===== src/rtl/mux_sel_ctrl_pkg.sv =====
`default_nettype none
// +----------------------------------------------------------------------------+
// | Module      : mux_sel_ctrl_pkg                                             |
// | Description : Shared types and parameter defaults for the mux select       |
// |               controller (FSM state encoding, counter defaults).           |
// | Revision    : 1.0 - initial release                                        |
// +----------------------------------------------------------------------------+
package mux_sel_ctrl_pkg;

  // Default configuration of the controller
  localparam int HOLD_CYCLES_DEF   = 4;
  localparam int SETTLE_CYCLES_DEF = 2;
  localparam int CNT_W_DEF         = 8;

  // Controller state, 2-bit encoding
  typedef enum logic [1:0] {
    ST_IDLE   = 2'd0,
    ST_HOLD   = 2'd1,
    ST_MATCH  = 2'd2,
    ST_SETTLE = 2'd3
  } state_e;

endpackage : mux_sel_ctrl_pkg
`default_nettype wire


===== src/rtl/mux_sel_ctrl_sat_down_cnt.sv =====
`default_nettype none
// +----------------------------------------------------------------------------+
// | Module      : sat_down_cnt                                                 |
// | Description : Loadable down counter that saturates at zero.                |
// | Ports       : clk      - clock                                             |
// |               rst      - synchronous active-high reset (count -> 0)        |
// |               load_i   - load value_i (priority over decrement)            |
// |               value_i  - load value                                        |
// |               dec_i    - decrement enable (no effect when already 0)       |
// |               zero_o   - count is zero                                     |
// | Revision    : 1.0 - initial release                                        |
// +----------------------------------------------------------------------------+
module sat_down_cnt #(
  parameter int CNT_W = 8
) (
  input  logic             clk,
  input  logic             rst,
  input  logic             load_i,
  input  logic [CNT_W-1:0] value_i,
  input  logic             dec_i,
  output logic             zero_o
);

  logic [CNT_W-1:0] cnt_q;
  logic [CNT_W-1:0] cnt_d;

  always_comb begin
    cnt_d = cnt_q;
    if (load_i) begin
      cnt_d = value_i;
    end else if (dec_i && (cnt_q != '0)) begin
      cnt_d = cnt_q - CNT_W'(1);
    end
  end

  always_ff @(posedge clk) begin
    if (rst) begin
      cnt_q <= '0;
    end else begin
      cnt_q <= cnt_d;
    end
  end

  assign zero_o = (cnt_q == '0);

endmodule : sat_down_cnt
`default_nettype wire


===== src/rtl/mux_sel_ctrl.sv =====
`default_nettype none
// +----------------------------------------------------------------------------+
// | Module      : mux_sel_ctrl                                                 |
// | Description : Select controller driving the sel input of a 2:1 mux.        |
// |               Accepts select-change requests over valid/ready, enforces a  |
// |               minimum hold time between sel changes and pulses done after  |
// |               a settle window.                                             |
// | Option      : MUX_SEL_MATCH_EN - when defined, each switch is deferred     |
// |               until a_in == b_in so the mux output cannot glitch.          |
// | Ports       : clk, rst    - clock, synchronous active-high reset           |
// |               req_valid   - select-change request present                  |
// |               req_sel     - requested select value (sampled on accept)     |
// |               req_ready   - controller idle, request can be accepted       |
// |               a_in, b_in  - copies of mux data inputs (match gating only)  |
// |               sel         - registered mux select                          |
// |               done        - one-cycle completion pulse per request         |
// |               busy        - request in progress                            |
// | Revision    : 1.0 - initial release                                        |
// +----------------------------------------------------------------------------+
module mux_sel_ctrl
  import mux_sel_ctrl_pkg::*;
#(
  parameter int HOLD_CYCLES   = HOLD_CYCLES_DEF,
  parameter int SETTLE_CYCLES = SETTLE_CYCLES_DEF,
  parameter int CNT_W         = CNT_W_DEF
) (
  input  logic clk,
  input  logic rst,
  input  logic req_valid,
  input  logic req_sel,
  output logic req_ready,
  input  logic a_in,
  input  logic b_in,
  output logic sel,
  output logic done,
  output logic busy
);

  state_e state_q, state_d;
  logic   sel_q, sel_d;
  logic   tgt_q, tgt_d;
  logic   done_q, done_d;

  logic   switch_now;
  logic   hold_zero;
  logic   settle_zero;
  logic   settle_dec;

  // Hold counter: reloaded on every switch and free-running down to zero,
  // regardless of state, so a request arriving late finds it already expired.
  sat_down_cnt #(.CNT_W(CNT_W)) u_hold_cnt (
    .clk     (clk),
    .rst     (rst),
    .load_i  (switch_now),
    .value_i (CNT_W'(HOLD_CYCLES)),
    .dec_i   (1'b1),
    .zero_o  (hold_zero)
  );

  // Settle counter: loaded on a switch, counted down only while settling.
  sat_down_cnt #(.CNT_W(CNT_W)) u_settle_cnt (
    .clk     (clk),
    .rst     (rst),
    .load_i  (switch_now),
    .value_i (CNT_W'(SETTLE_CYCLES)),
    .dec_i   (settle_dec),
    .zero_o  (settle_zero)
  );

`ifndef MUX_SEL_MATCH_EN
  // Data copies only matter for match gating.
  logic unused_match_inputs;
  assign unused_match_inputs = a_in ^ b_in;
`endif

  always_comb begin
    state_d    = state_q;
    sel_d      = sel_q;
    tgt_d      = tgt_q;
    done_d     = 1'b0;
    switch_now = 1'b0;
    settle_dec = 1'b0;

    case (state_q)
      ST_IDLE: begin
        if (req_valid) begin
          tgt_d = req_sel;
          // A request for the current select completes immediately.
          if (req_sel == sel_q) begin
            done_d = 1'b1;
          end else begin
            state_d = ST_HOLD;
          end
        end
      end

      ST_HOLD: begin
        if (hold_zero) begin
`ifdef MUX_SEL_MATCH_EN
          state_d = ST_MATCH;
`else
          switch_now = 1'b1;
`endif
        end
      end

      ST_MATCH: begin
`ifdef MUX_SEL_MATCH_EN
        // Wait indefinitely for identical data inputs; only rst escapes.
        if (a_in == b_in) begin
          switch_now = 1'b1;
        end
`else
        state_d = ST_IDLE;
`endif
      end

      ST_SETTLE: begin
        if (settle_zero) begin
          done_d  = 1'b1;
          state_d = ST_IDLE;
        end else begin
          settle_dec = 1'b1;
        end
      end

      default: begin
        state_d = ST_IDLE;
      end
    endcase

    if (switch_now) begin
      sel_d   = tgt_q;
      state_d = ST_SETTLE;
    end
  end

  always_ff @(posedge clk) begin
    if (rst) begin
      state_q <= ST_IDLE;
      sel_q   <= 1'b0;
      tgt_q   <= 1'b0;
      done_q  <= 1'b0;
    end else begin
      state_q <= state_d;
      sel_q   <= sel_d;
      tgt_q   <= tgt_d;
      done_q  <= done_d;
    end
  end

  assign req_ready = (state_q == ST_IDLE);
  assign busy      = ~req_ready;
  assign sel       = sel_q;
  assign done      = done_q;

endmodule : mux_sel_ctrl
`default_nettype wire


===== config.mk =====
export PLATFORM = sky130hd
export DESIGN_NAME = mux_sel_ctrl
export DESIGN_NICKNAME = d
export VERILOG_FILES = /design/src/rtl/mux_sel_ctrl_pkg.sv /design/src/rtl/mux_sel_ctrl_sat_down_cnt.sv /design/src/rtl/mux_sel_ctrl.sv
export SDC_FILE = /design/constraint.sdc
export NUM_CORES = 1
export LEC_CHECK = 0
export ABC_AREA = 1
export CAP_MARGIN = 0
export CORE_UTILIZATION = 44
export DETAILED_ROUTE_END_ITERATION = 12
export PLACE_DENSITY = 0.6
export SLEW_MARGIN = 25
export SYNTH_ARGS = -nofsm -noshare
export SYNTH_HDL_FRONTEND = slang
export SYNTH_HIERARCHICAL = 1
export SYNTH_SLANG_ARGS = --single-unit

===== constraint.sdc =====
create_clock -name clk -period 4.5 [get_ports clk]
set_clock_uncertainty 0.05 [all_clocks]
set_input_delay 1.35 -clock clk [delete_from_list [all_inputs] [get_ports clk]]
set_output_delay 1.35 -clock clk [all_outputs]
set_load 0.05 [all_outputs]

; ---- Word-level counts from Yosys, hierarchy flattened
; Index checks and enable logic that the tools add are counted.
[word_totals]
regBits = 21
in_bits = 6
wordCells = 47
[classes]
n_addsub = 2
n_eq_ne = 7
muxes = 17
n_bitwise = 1
reduce_logical = 12
[op_table]
columns = cell, count
row1 = zero test 8 bit, 2
row2 = nonzero test 8 bit, 2
row3 = "subtractor 8 x 1 -> 8 bit, second input constant", 2
row4 = two-way mux 2 bit, 6
row5 = two-way mux 1 bit, 7
row6 = two-way mux 3 bit, 2
row7 = "inequality test 3 bit, second input constant", 2
row8 = one-hot mux 2 bit (3 select lines), 1
row9 = "equality test 2 bit, second input constant", 2
row10 = AND reduction 4 bit, 1
row11 = nonzero test 2 bit, 2
row12 = nonzero test 4 bit, 1
row13 = "inequality test 3 x 2 -> 1 bit, second input constant", 1
row14 = "equality test 2 x 1 -> 1 bit, second input constant", 1
row15 = zero test 2 bit, 1
row16 = one-hot mux 1 bit (2 select lines), 1
row17 = AND reduction 2 bit, 1
row18 = OR reduction 2 bit, 1
row19 = equality test 1 bit, 1
row20 = logical AND 1 bit, 1
row21 = NOT 1 bit, 1

; ---- Longest topological paths before layout
[logic_depth]
depth_word = 6
depth_mapped = 12
ltp_nobuf = 12

; ---- Cells and area by module
; The synthesis kept the hierarchy.
[by_module_without_submodules]
columns = mod, instances, cells_each, area_per_inst_um2, seq_area_each_um2
row1 = sat_down_cnt, 2, 104, 600.6, 160.2
row2 = mux_sel_ctrl, 1, 48, 329.1, 100.1

; ---- Least setup slack after synthesis
; OpenSTA, ideal clock, no wires.
[synth_path]
path_kind = reg2out
startpoint = reg state_q[0]
endpoint = out busy
arrival_time_ps = 1295
t_required_ps = 3100
setup_slack_ps = 1805
stages_incl_launch_ff = 4
path_buffers = 0
path_cell_list = dfxtp_1 inv_1 ha_1 inv_1
[synth_between]
elab_chain_cells = 2
[synth_lines]
columns = element, line_no
row1 = from (decl), mux_sel_ctrl.sv:39  ; state_e state_q, state_d;
row2 = from (signal assigned), mux_sel_ctrl.sv:145  ; state_q <= state_d;
row3 = zero test 2 bit, mux_sel_ctrl.sv:152  ; assign req_ready = (state_q == ST_IDLE);
row4 = via req_ready, mux_sel_ctrl.sv:31  ; output logic req_ready,
row5 = NOT 1 bit, mux_sel_ctrl.sv:153  ; assign busy = ~req_ready;
row6 = to (decl), mux_sel_ctrl.sv:36  ; output logic busy
; The timed path passes the listed nets, and every way through them passes these cells.

; ---- Final worst setup path
[layout_path]
startpoint = reg state_q[0]
endpoint = out busy
[layout_between]
elab_chain_cells = 2
[layout_lines]
columns = element, line_no
row1 = zero test 2 bit, mux_sel_ctrl.sv:152
row2 = NOT 1 bit, mux_sel_ctrl.sv:153
; Every way passes these cells.

==> impl_metrics.csv <==
group,metric,value,unit
status,status,"finished clean",
power_and_ir_drop,total_power,1170,uW
worst_setup_path,slowest_stage,"clkdlybuf4s50_1",
synth,synthArstFlopShare,0,%
worst_setup_path,setup.worst_path.start_class,"flop",
timing,max_freq,0.303,GHz
drt,vias_per_cell,4.48,
worst_setup_path,worstRegToRegCells,10,
drt,antenna_left,0,
synth,ys_ff_latch,21,
clock_network,cts_resized,0,
global_route,grt_pass1_vias,1276,
synth,synth_area_leaders,"dfxtp_1 (27%), nand2_1 (18%), nand3_1 (10%), inv_1 (8.8%), nor2_1 (7.6%)",
worst_setup_path,reg2reg_slack,2.11,ns
synth,syn_area,0.00153,mm2
timing,hold_violations,0,
place,finalWeightedCongestion,0.796,
synth,yosysMostFrequentCell,"nand2_1",
clock_network,clock-root-buffer,"clkbuf_4",
worst_hold_path,min-delay-start,"tgt_q$_SDFFE_PP0P_",
worst_setup_path,path_class,"flop to output port",
worst_setup_path,crit_required,3.10,ns
power_and_ir_drop,ir_worst_vdd,259,uV
place,place.port_buffers,7,
floorplan,rows,21,
global_route,antenna_found_initial,0,
worst_hold_path,min_path_cells,2,
clock_network,cts_tree,"done",
synth,ys.flop_type,"dfxtp_1",
clock_network,insertion_delay,0.30,ns
worst_setup_path,rr_endpoint,"u_hold_cnt/cnt_q[0]$_SDFFE_PP0P_",
layout,layout.cells.non_filler,329,
clock_network,cts_max_level,1,
floorplan,io-pin-count,10,
clock_network,clockBufferDepth,2,
job,max_cap_violations,0,
global_route,overflow,0,
layout,utilization,52.4,%
worst_setup_path,end_kind,"output port",
worst_setup_path,crit_buf_inv,3,
drt,drtIter0Drc,57,
floorplan,die_x,61.0,um
worst_hold_path,hold_class,"flop to flop",
worst_setup_path,crit_top_cell,"inv_1",
floorplan,dieArea,0.00372,mm2
layout,area_growth,14.2,%
synth,synth_edf_count,0,
worst_setup_path,crit_fanout,4,
worst_setup_path,crit_chain,"inv_1 -> ha_1 -> inv_1 -> clkdlybuf4s50_1",
timing,hold_slack,0.403,ns
worst_setup_path,r2r_start,"u_hold_cnt/cnt_q[0]$_SDFFE_PP0P_",
worst_hold_path,min_to,"tgt_q$_SDFFE_PP0P_",
synth,yosysWarnings,6,
clock_network,numCtsBuffers,3,
clock_network,cts.clk_slew.worst_paths,0.12,ns
worst_setup_path,max_stage_delay,0.79,ns
synth,synth_cell_types,21,
place,dp_cells,325,
worst_setup_path,arrival,1.91,ns
timing,period_needed,3.31,ns
drt,wl,3110,um
synth,syn-instance-count,256,
layout,diodes,0,
synth,yosysSeqAreaShare,27.5,%
timing,rsz0062_at_grt,"no",
layout,drive_gt1_share,9.19,%
timing,worst_pin_slew,0.651,ns
drt,vias,1475,
global_route,grt_pass1_wl,5410,um
timing,slew_headroom,56.6,%
global_route,grt_max_degree,22,
global_route,grt_use_total,19.5,%
place,dp.final_hpwl,2420,um
clock_network,cts_setup_buffers,0,
timing,post-route-period-util,73.5,%
timing,setup-tns-final,0,ns
synth,yosysTopAreaCellShare,27.5,%
timing,timing.final.max_slew_violations,0,
drt,firstDrtPassIters,6,
synth,yosysTopAreaCell,"dfxtp_1",
layout,layout.nets,298,
timing,finalSetupViolations,0,
power_and_ir_drop,power_density,667,mW/mm2
synth,yosys-top-cells-count,"nand2_1 (73), inv_1 (36), nand3_1 (31), nor2_1 (31), dfxtp_1 (21)",
floorplan,die_h,61.0,um
synth,syn_avg_cell_area,5.98,um2
floorplan,start_util,45.9,%
floorplan,design.core.area,0.00334,mm2
drt,wl_per_cell,9.45,um
clock_network,numClockSinks,21,
power_and_ir_drop,power_leakage,0.000898,uW
clock_network,hold_buffers,0,
drt,drc_errors,0,
worst_setup_path,path_delay_family,"buffers and inverters",
[worst max path at each step]
stage                end  cells past startpoint  slack, ns               startpoint
detailed placement  busy                      4       1.53  state_q[0]$_SDFFE_PP0P_
global placement    busy                      4       1.54  state_q[0]$_SDFFE_PP0P_
finish              busy                      4       1.19  state_q[0]$_SDFFE_PP0P_
floorplan           busy                      3       1.80  state_q[0]$_SDFFE_PP0P_
global route        busy                      4       1.09  state_q[0]$_SDFFE_PP0P_
CTS                 busy                      4       1.17  state_q[0]$_SDFFE_PP0P_
[through the flow]
stage	instance area, um2	worst slack [ns]
4_1_cts	1750	1.17
2_1_floorplan	1590	1.80
3_3_place_gp	1720	1.54
3_5_place_dp	1720	1.53
6_report	1750	1.19
5_1_grt	1750	1.09
[report_power, final]
part | internal [uW] | switching [uW] | total, uW | leakage (uW)
sequential | 243 | 53.0 | 296 | 0.000172
combinational | 280 | 498 | 778 | 0.000711
clock | 34.5 | 58.6 | 93.2 | 0.0000150
[layer usage]
| layer | global-route usage, % | share of wire, % | wire, um | vias up |
|---|---|---|---|---|
| li1 | - | - | - | 831 |
| met1 | 25.2 | 51 | 1600 | 636 |
| met2 | 33.6 | 47 | 1450 | 6 |
| met3 | 3.20 | 1.4 | 42 | 2 |
| met4 | 4.87 | 0.61 | 19 | 0 |
| met5 | 0 | 0 | 0 | - |
[tightest hold or removal path: stages, from the launching register on]
cell     delay, ns
dfxtp_1       0.33
inv_1         0.05
a21oi_1       0.05
[cell type report]
| cell class | count | area [um2] |
|---|---|---|
| Inverter | 42 | 160 |
| Tap cell | 46 | 57.6 |
| Timing Repair Buffer | 8 | 77.6 |
| Fill cell | 377 | 1590 |
| Sequential cell | 21 | 420 |
| Multi-Input combinational cell | 208 | 1010 |
| Clock buffer | 4 | 26.3 |
[state kept, by name, summed over array words and instances (netlist names)]
signal,flops
u_hold_cnt/cnt_q,8
done,1
state_q,2
sel,1
tgt_q,1
u_settle_cnt/cnt_q,8
[cells in the final DEF, fill, tap and decap left out]
master / n
inv_1: 36
nand2_2: 7
dfxtp_1: 21
nand3_2: 1
nand2_1: 73
ha_1: 8
nand2_4: 4
o21ai_1: 2
clkbuf_1: 1
clkinv_2: 2
conb_1: 19
nand3_1: 31
clkbuf_4: 3
a21oi_2: 1
inv_2: 4
a21oi_1: 9
nand4_1: 4
nor3_1: 3
nor2_1: 31
xnor2_1: 2
nor2_2: 3
buf_4: 1
o21ai_0: 10
clkdlybuf4s50_1: 7
[logic make-up (layout without fill, tap and decap cells)]
family / Yosys count / after routing / synth area share [%]
adder cells (fa/ha/maj): 8 / 8 / 6.54
AND/OR/NAND/NOR: 157 / 157 / 46.0
AO/OA/AOI/OAI: 22 / 22 / 7.44
flip-flops: 21 / 21 / 27.5
other: 2 / 19 / 0.491
buffers and inverters: 44 / 54 / 11.0
XOR/XNOR: 2 / 2 / 1.14
(Power assumes the default switching activity.)
==> RTL change 1, RTL diff (same flow settings) <==
Set the package constant `CNT_W_DEF` to 12 (it was 8).
--- a/src/rtl/mux_sel_ctrl_pkg.sv
+++ b/src/rtl/mux_sel_ctrl_pkg.sv
@@ -11,5 +11,5 @@
   localparam int HOLD_CYCLES_DEF   = 4;
   localparam int SETTLE_CYCLES_DEF = 2;
-  localparam int CNT_W_DEF         = 8;
+  localparam int CNT_W_DEF         = 12;
 
   // Controller state, 2-bit encoding
Formal check against the unedited RTL: same outputs for any inputs over 10 cycles, from zero or initial values and one cycle with rst high; that may be too few to reach the edited logic, so the function may still have changed.
==> RTL change 1 against the unedited design <==
Critical path depth is the same; global-route usage grew 0.65 points; non-clock buffer count grew 1; wire length grew 50%; sequential power grew 45%; design area grew 40%; die area grew 40%; largest power group unchanged; clock power grew 130%; critical path type unchanged; total power grew 59%; sequential cell count grew 8; worst setup slack gained 0.010 ns; synthesized area grew 41%; maximum frequency grew 0.31%.
==> RTL change 1: results (changes against the unedited design) <==
set qor(reg_clk_slew_reported_paths_ns) 0.07 ;# -0.05 ns
set qor(registers_with_the_highest_flip_flop_counts) {u_hold_cnt/cnt_q x12, u_settle_cnt/cnt_q x12, state_q x2}
set qor(synth_ff_type) {dfxtp_1}
set qor(antenna-diode-count) 0 ;# unchanged
set qor(fillCellCount) 507 ;# +34%
set qor(initial_antenna_violation_count) 0 ;# unchanged
set qor(pin_count_of_the_biggest_net_entering_global_routing) 18 ;# -18%
set qor(cp_top_family) {buffers and inverters}
set qor(detailroute.via_count) 2013 ;# +36%
set qor(yosysSeqAreaShare) 0.2684 ;# -0.006371
set qor(aggregate_global_route_resource_usage) 0.2011 ;# +0.006510
set qor(final_nets) 391 ;# +31%
set qor(run_status) {finished clean}
set qor(synth_top_cells_by_count) {nand2_1, nor2_1, inv_1, dfxtp_1}
set qor(synth_area_leaders) {dfxtp_1, nand2_1, nor2_1}
set qor(grt_use_met1) 0.2795 ;# +0.02723
set qor(postSynthCellCount) 344 ;# +34%
set qor(reg2reg_depth) 11 ;# +1
set qor(clockRootBuffer) {clkbuf_8}
set qor(htree_levels) 2 ;# +1
set qor(max-vdd-ir-drop_v) 0.0003109 ;# +20%
set qor(p_leak_uw) 0.001190 ;# +33%
set qor(port_buffers) 7 ;# unchanged
set qor(dr.pass1.iters) 4 ;# -2
set qor(grt_pass1_vias) 1829 ;# +43%
set qor(ys_types) 28 ;# +33%
set qor(placedCellCount) 437 ;# +34%
set qor(ff2ff_setup_slack_ns) 1.93 ;# -0.18 ns
set qor(detailed_place_hpwl_microns) 3491 ;# +44%
set qor(groute.layer.met3.usage) 0.04444 ;# +0.01246
set qor(power.net_switching_uw) 963.2 ;# +58%
set qor(layout-drive-gt1-share) 0.1349 ;# +0.04305
set qor(detail_route.iter0.violations) 144 ;# +150%
set qor(numCtsBuffers) 5 ;# +2
set qor(clk_latency_ns) 0.28 ;# -0.02 ns
set qor(clock_tree.buffer_depth) 2 ;# unchanged
set qor(finish.cell_count_without_fillers) 445 ;# +35%
set qor(met2_layer_usage_reported_by_global_route) 0.3074 ;# -0.02858
set qor(min_path_cells) 2 ;# unchanged
set qor(avgRoutedWirePerCell_microns) 10.51 ;# +11%
set qor(first_pass_grt_wire_length_microns) 8224 ;# +52%
set qor(finalWeightedCongestion) 0.8005 ;# +0.58%
set qor(worstMarginPinSlew_ns) 0.5063 ;# -0.1445 ns
[RTL change 1: cell count changes after synthesis, moves of 8 or more]
| cell | delta |
|---|---|
| nor2_2 | +8 |
| nand2_1 | +8 |
| a21oi_1 | +18 |
| nor2_1 | +18 |
| dfxtp_1 | +8 |
[RTL change 1: worst min-delay path: stages, from the launching register on]
cell     delay, ns
dfxtp_1       0.31
inv_1         0.05
a21oi_1       0.05
[RTL change 1: power by group through the flow]
stage	logic [uW]	registers (uW)	clock network, uW
floorplan	1040	422	0
global placement	1200	434	0
detailed placement	1210	434	0
CTS	1220	429	220
global route	1410	443	233
finish	1220	430	211
[RTL change 1: final cells by class]
cell class	instances	area [sq um]	share of cell area
multi-input cells	286	1436	0.5878
flip-flops and latches	29	580.6	0.2376
inverters	46	175.2	0.07168
repair buffers	9	85.08	0.03482
well taps	67	83.83	0.03431
clock buffers	6	72.57	0.02970
clock inverters	2	10.01	0.004096
[RTL change 1: stage by stage]
stage	total power [uW]	area, sq um	hold slack, ns	setup WS, ns	util
floorplan	1457	2257	0.3699	1.805	-
global placement	1635	2361	0.3810	1.517	0.4999
detailed placement	1646	2361	0.3940	1.510	0.4999
CTS	1870	2444	0.4042	1.184	0.5174
global route	2087	2444	0.4302	1.106	0.5174
finish	1859	2444	0.4040	1.205	0.5174
[RTL change 1: worst paths after layout]
| path | start | to |
|---|---|---|
| worst min register to register | tgt_q | tgt_q |
| worst max-delay path | state_q[0] | busy |
| worst min-delay path | tgt_q | tgt_q |
| worst max register to register | u_hold_cnt/cnt_q[0] | u_settle_cnt/cnt_q[1] |
[RTL change 1: cells by family (layout without fill, tap and decap cells)]
| family | count (synthesis) | count (layout) | synth area share |
|---|---|---|---|
| other cells | 2 | 27 | 0.003472 |
| flops | 29 | 29 | 0.2684 |
| fa+ha+maj | 8 | 8 | 0.04627 |
| buf+inv | 54 | 63 | 0.1111 |
| simple gates | 193 | 193 | 0.4072 |
| compound gates | 50 | 50 | 0.1313 |
| xor+xnor | 8 | 8 | 0.03239 |
[RTL change 1: per-layer routing]
layer | vias up | wire [microns]
met4 | 0 | 65
met5 | - | 0
met3 | 6 | 212
met1 | 851 | 2442
met2 | 37 | 1958
li1 | 1119 | -
==> RTL change 2, RTL diff (same flow settings) <==
Without the edit above. Make the reset (`rst`) asynchronous in 2 clocked blocks. Comments in the files are not updated.
--- a/src/rtl/mux_sel_ctrl_sat_down_cnt.sv
+++ b/src/rtl/mux_sel_ctrl_sat_down_cnt.sv
@@ -34,5 +34,5 @@
   end
 
-  always_ff @(posedge clk) begin
+  always_ff @(posedge clk or posedge rst) begin
     if (rst) begin
       cnt_q <= '0;
--- a/src/rtl/mux_sel_ctrl.sv
+++ b/src/rtl/mux_sel_ctrl.sv
@@ -136,5 +136,5 @@
   end
 
-  always_ff @(posedge clk) begin
+  always_ff @(posedge clk or posedge rst) begin
     if (rst) begin
       state_q <= ST_IDLE;
Check against the original RTL: differs if rst is asserted again (counterexample within 4 cycles, from zero or initial values and one cycle with rst high); with rst held inactive, the same outputs for 10 cycles.
==> RTL change 2 against the unedited design <==
Synthesized cell count decreased by 11%; global-route usage decreased by 2.6 points; wire length decreased by 2.9%; maximum frequency decreased by 1.2%; largest cell class unchanged; final cell count decreased by 9.4%; count of clock-buffer cells in the layout unchanged; combinational power decreased by 13%; sequential cell count unchanged; synthesized area increased by 4.7%; total power decreased by 2.5%; design area increased by 3.6%; worst setup slack got worse by 0.041 ns; sequential share of layout area increased by 5.0 points; via count decreased by 6.4%.
==> RTL change 2: results (changes against the unedited design) <==
set qor(multi_input_comb_area_sq_um) 1007 ;# +0.13%
set qor(non_clock_inverter_count) 31 ;# -26%
set qor(drt_wl_total_microns) 3021 ;# -2.9%
set qor(run_status) {finished clean}
set qor(non_clock_buffer_area_share) 0.04285 ;# -0.001534
set qor(ys_types) 23 ;# +9.5%
set qor(synth-async-reset-ratio) 1.000 ;# +1.000
set qor(grt_pass1_vias) 1241 ;# -2.7%
set qor(min_from) {tgt_q}
set qor(ctsResizeCount) 0 ;# unchanged
set qor(reg2reg_depth) 11 ;# +1
set qor(first_pass_grt_wire_length_microns) 5271 ;# -2.6%
set qor(placed_area_sq_um) 1784 ;# +3.6%
set qor(port_buffers) 7 ;# unchanged
set qor(seq_power_uw) 367 ;# +24%
set qor(final_nets) 267 ;# -10%
set qor(synth_ff_type) {dfrtp_1}
set qor(drt-vias-per-instance) 4.634 ;# +3.4%
set qor(detail_route.iter0.violations) 79 ;# +39%
set qor(area_added_between_synthesis_and_finish_pct) 12.96
set qor(pwr-share-comb) 0.592 ;# -0.075
set qor(seqCellArea_sq_um) 525.5 ;# +25%
set qor(synth_area_leaders) {dfrtp_1, nand2_1, nand3_1}
set qor(num_sequential) 21 ;# unchanged
set qor(aggregate_global_route_resource_usage) 0.1688 ;# -0.02578
set qor(relSlewSlack) 0.6682 ;# +0.1025
set qor(p_leak_uw) 0.0009241 ;# +2.9%
set qor(worst_hold_endpoint) {tgt_q}
set qor(ff2ff_setup_slack_ns) 1.90 ;# -0.21 ns
set qor(layout-drive-gt1-share) 0.1230 ;# +0.03114
set qor(clock_network_share_of_area) 0.01451 ;# -0.0005194
set qor(yosysSeqAreaShare) 0.3279 ;# +0.05313
set qor(worst_r2r_startpoint) {u_hold_cnt/cnt_q[0]}
set qor(worst_ep_arrival_time_ns) 1.95 ;# +0.04 ns
set qor(max-vdd-ir-drop_v) 0.0003027 ;# +17%
set qor(synth_top_cells_by_count) {nand2_1, nand3_1, inv_1, dfrtp_1}
set qor(crit-reg2reg-capture) {u_hold_cnt/cnt_q[5]}
set qor(sw_frac_of_total) 0.5075 ;# -0.01532
set qor(dr.pass1.iters) 4 ;# -2
set qor(fillCellCount) 357 ;# -5.3%
set qor(pin_count_of_the_biggest_net_entering_global_routing) 20 ;# -9.1%
set qor(multi_input_cells) 188 ;# -9.6%
set qor(detailed_place_hpwl_microns) 2320 ;# -4.0%
set qor(critical_path_peak_fanout) 5 ;# +1
[RTL change 2: cell types whose count changed in the layout (fill, tap and decap cells not counted), sizes merged, moves of 2 or more]
cell    change
dfxtp      -21
or2         +2
xnor2       +2
clkinv      -2
o21ai       +8
nand2       -5
a21oi       -9
nor2       -17
dfrtp      +21
inv         -9
[RTL change 2: kinds of logic after synthesis]
| family | Yosys count | share of synthesized area |
|---|---|---|
| xor gates and xnor gates | 4 | 0.02186 |
| AOI/OAI and AO/OA | 21 | 0.09367 |
| DFF | 21 | 0.3279 |
| adders and majority gates | 8 | 0.06245 |
| buffers and inverters | 35 | 0.08353 |
| other | 2 | 0.004686 |
| and+or+nand+nor | 136 | 0.4059 |
[RTL change 2: how the worst max path moves through the flow]
stage,start,endpoint,slack [ns],depth (start not counted)
floorplan,state_q[0],busy,1.73,3
detailed placement,state_q[0],busy,1.52,4
global route,state_q[0],busy,1.06,4
CTS,state_q[0],busy,1.14,4
finish,state_q[0],busy,1.15,4
global placement,state_q[0],busy,1.52,4
[RTL change 2: per-layer routing]
layer	GRT usage	wire, microns	up-vias
li1	-	-	749
met1	0.2254	1528	615
met2	0.2775	1399	13
met3	0.02206	58	4
met4	0.06395	34	0
met5	0	0	-
[RTL change 2: per-stage QoR]
step	setup slack, ns	cells	total power [uW]	hold WS, ns
finish	1.154	298	1138	0.4523
detailed placement	1.520	294	1045	0.4258
global route	1.060	298	1259	0.5041
CTS	1.137	298	1147	0.4567
floorplan	1.731	244	910.0	0.4034
global placement	1.518	294	1039	0.4245
[RTL change 2: worst max-delay path, cell delays in order, from the launching register on]
cell             delay [ns]
dfrtp_1                0.42
inv_1                  0.08
ha_1                   0.25
inv_1                  0.09
clkdlybuf4s50_1        0.80
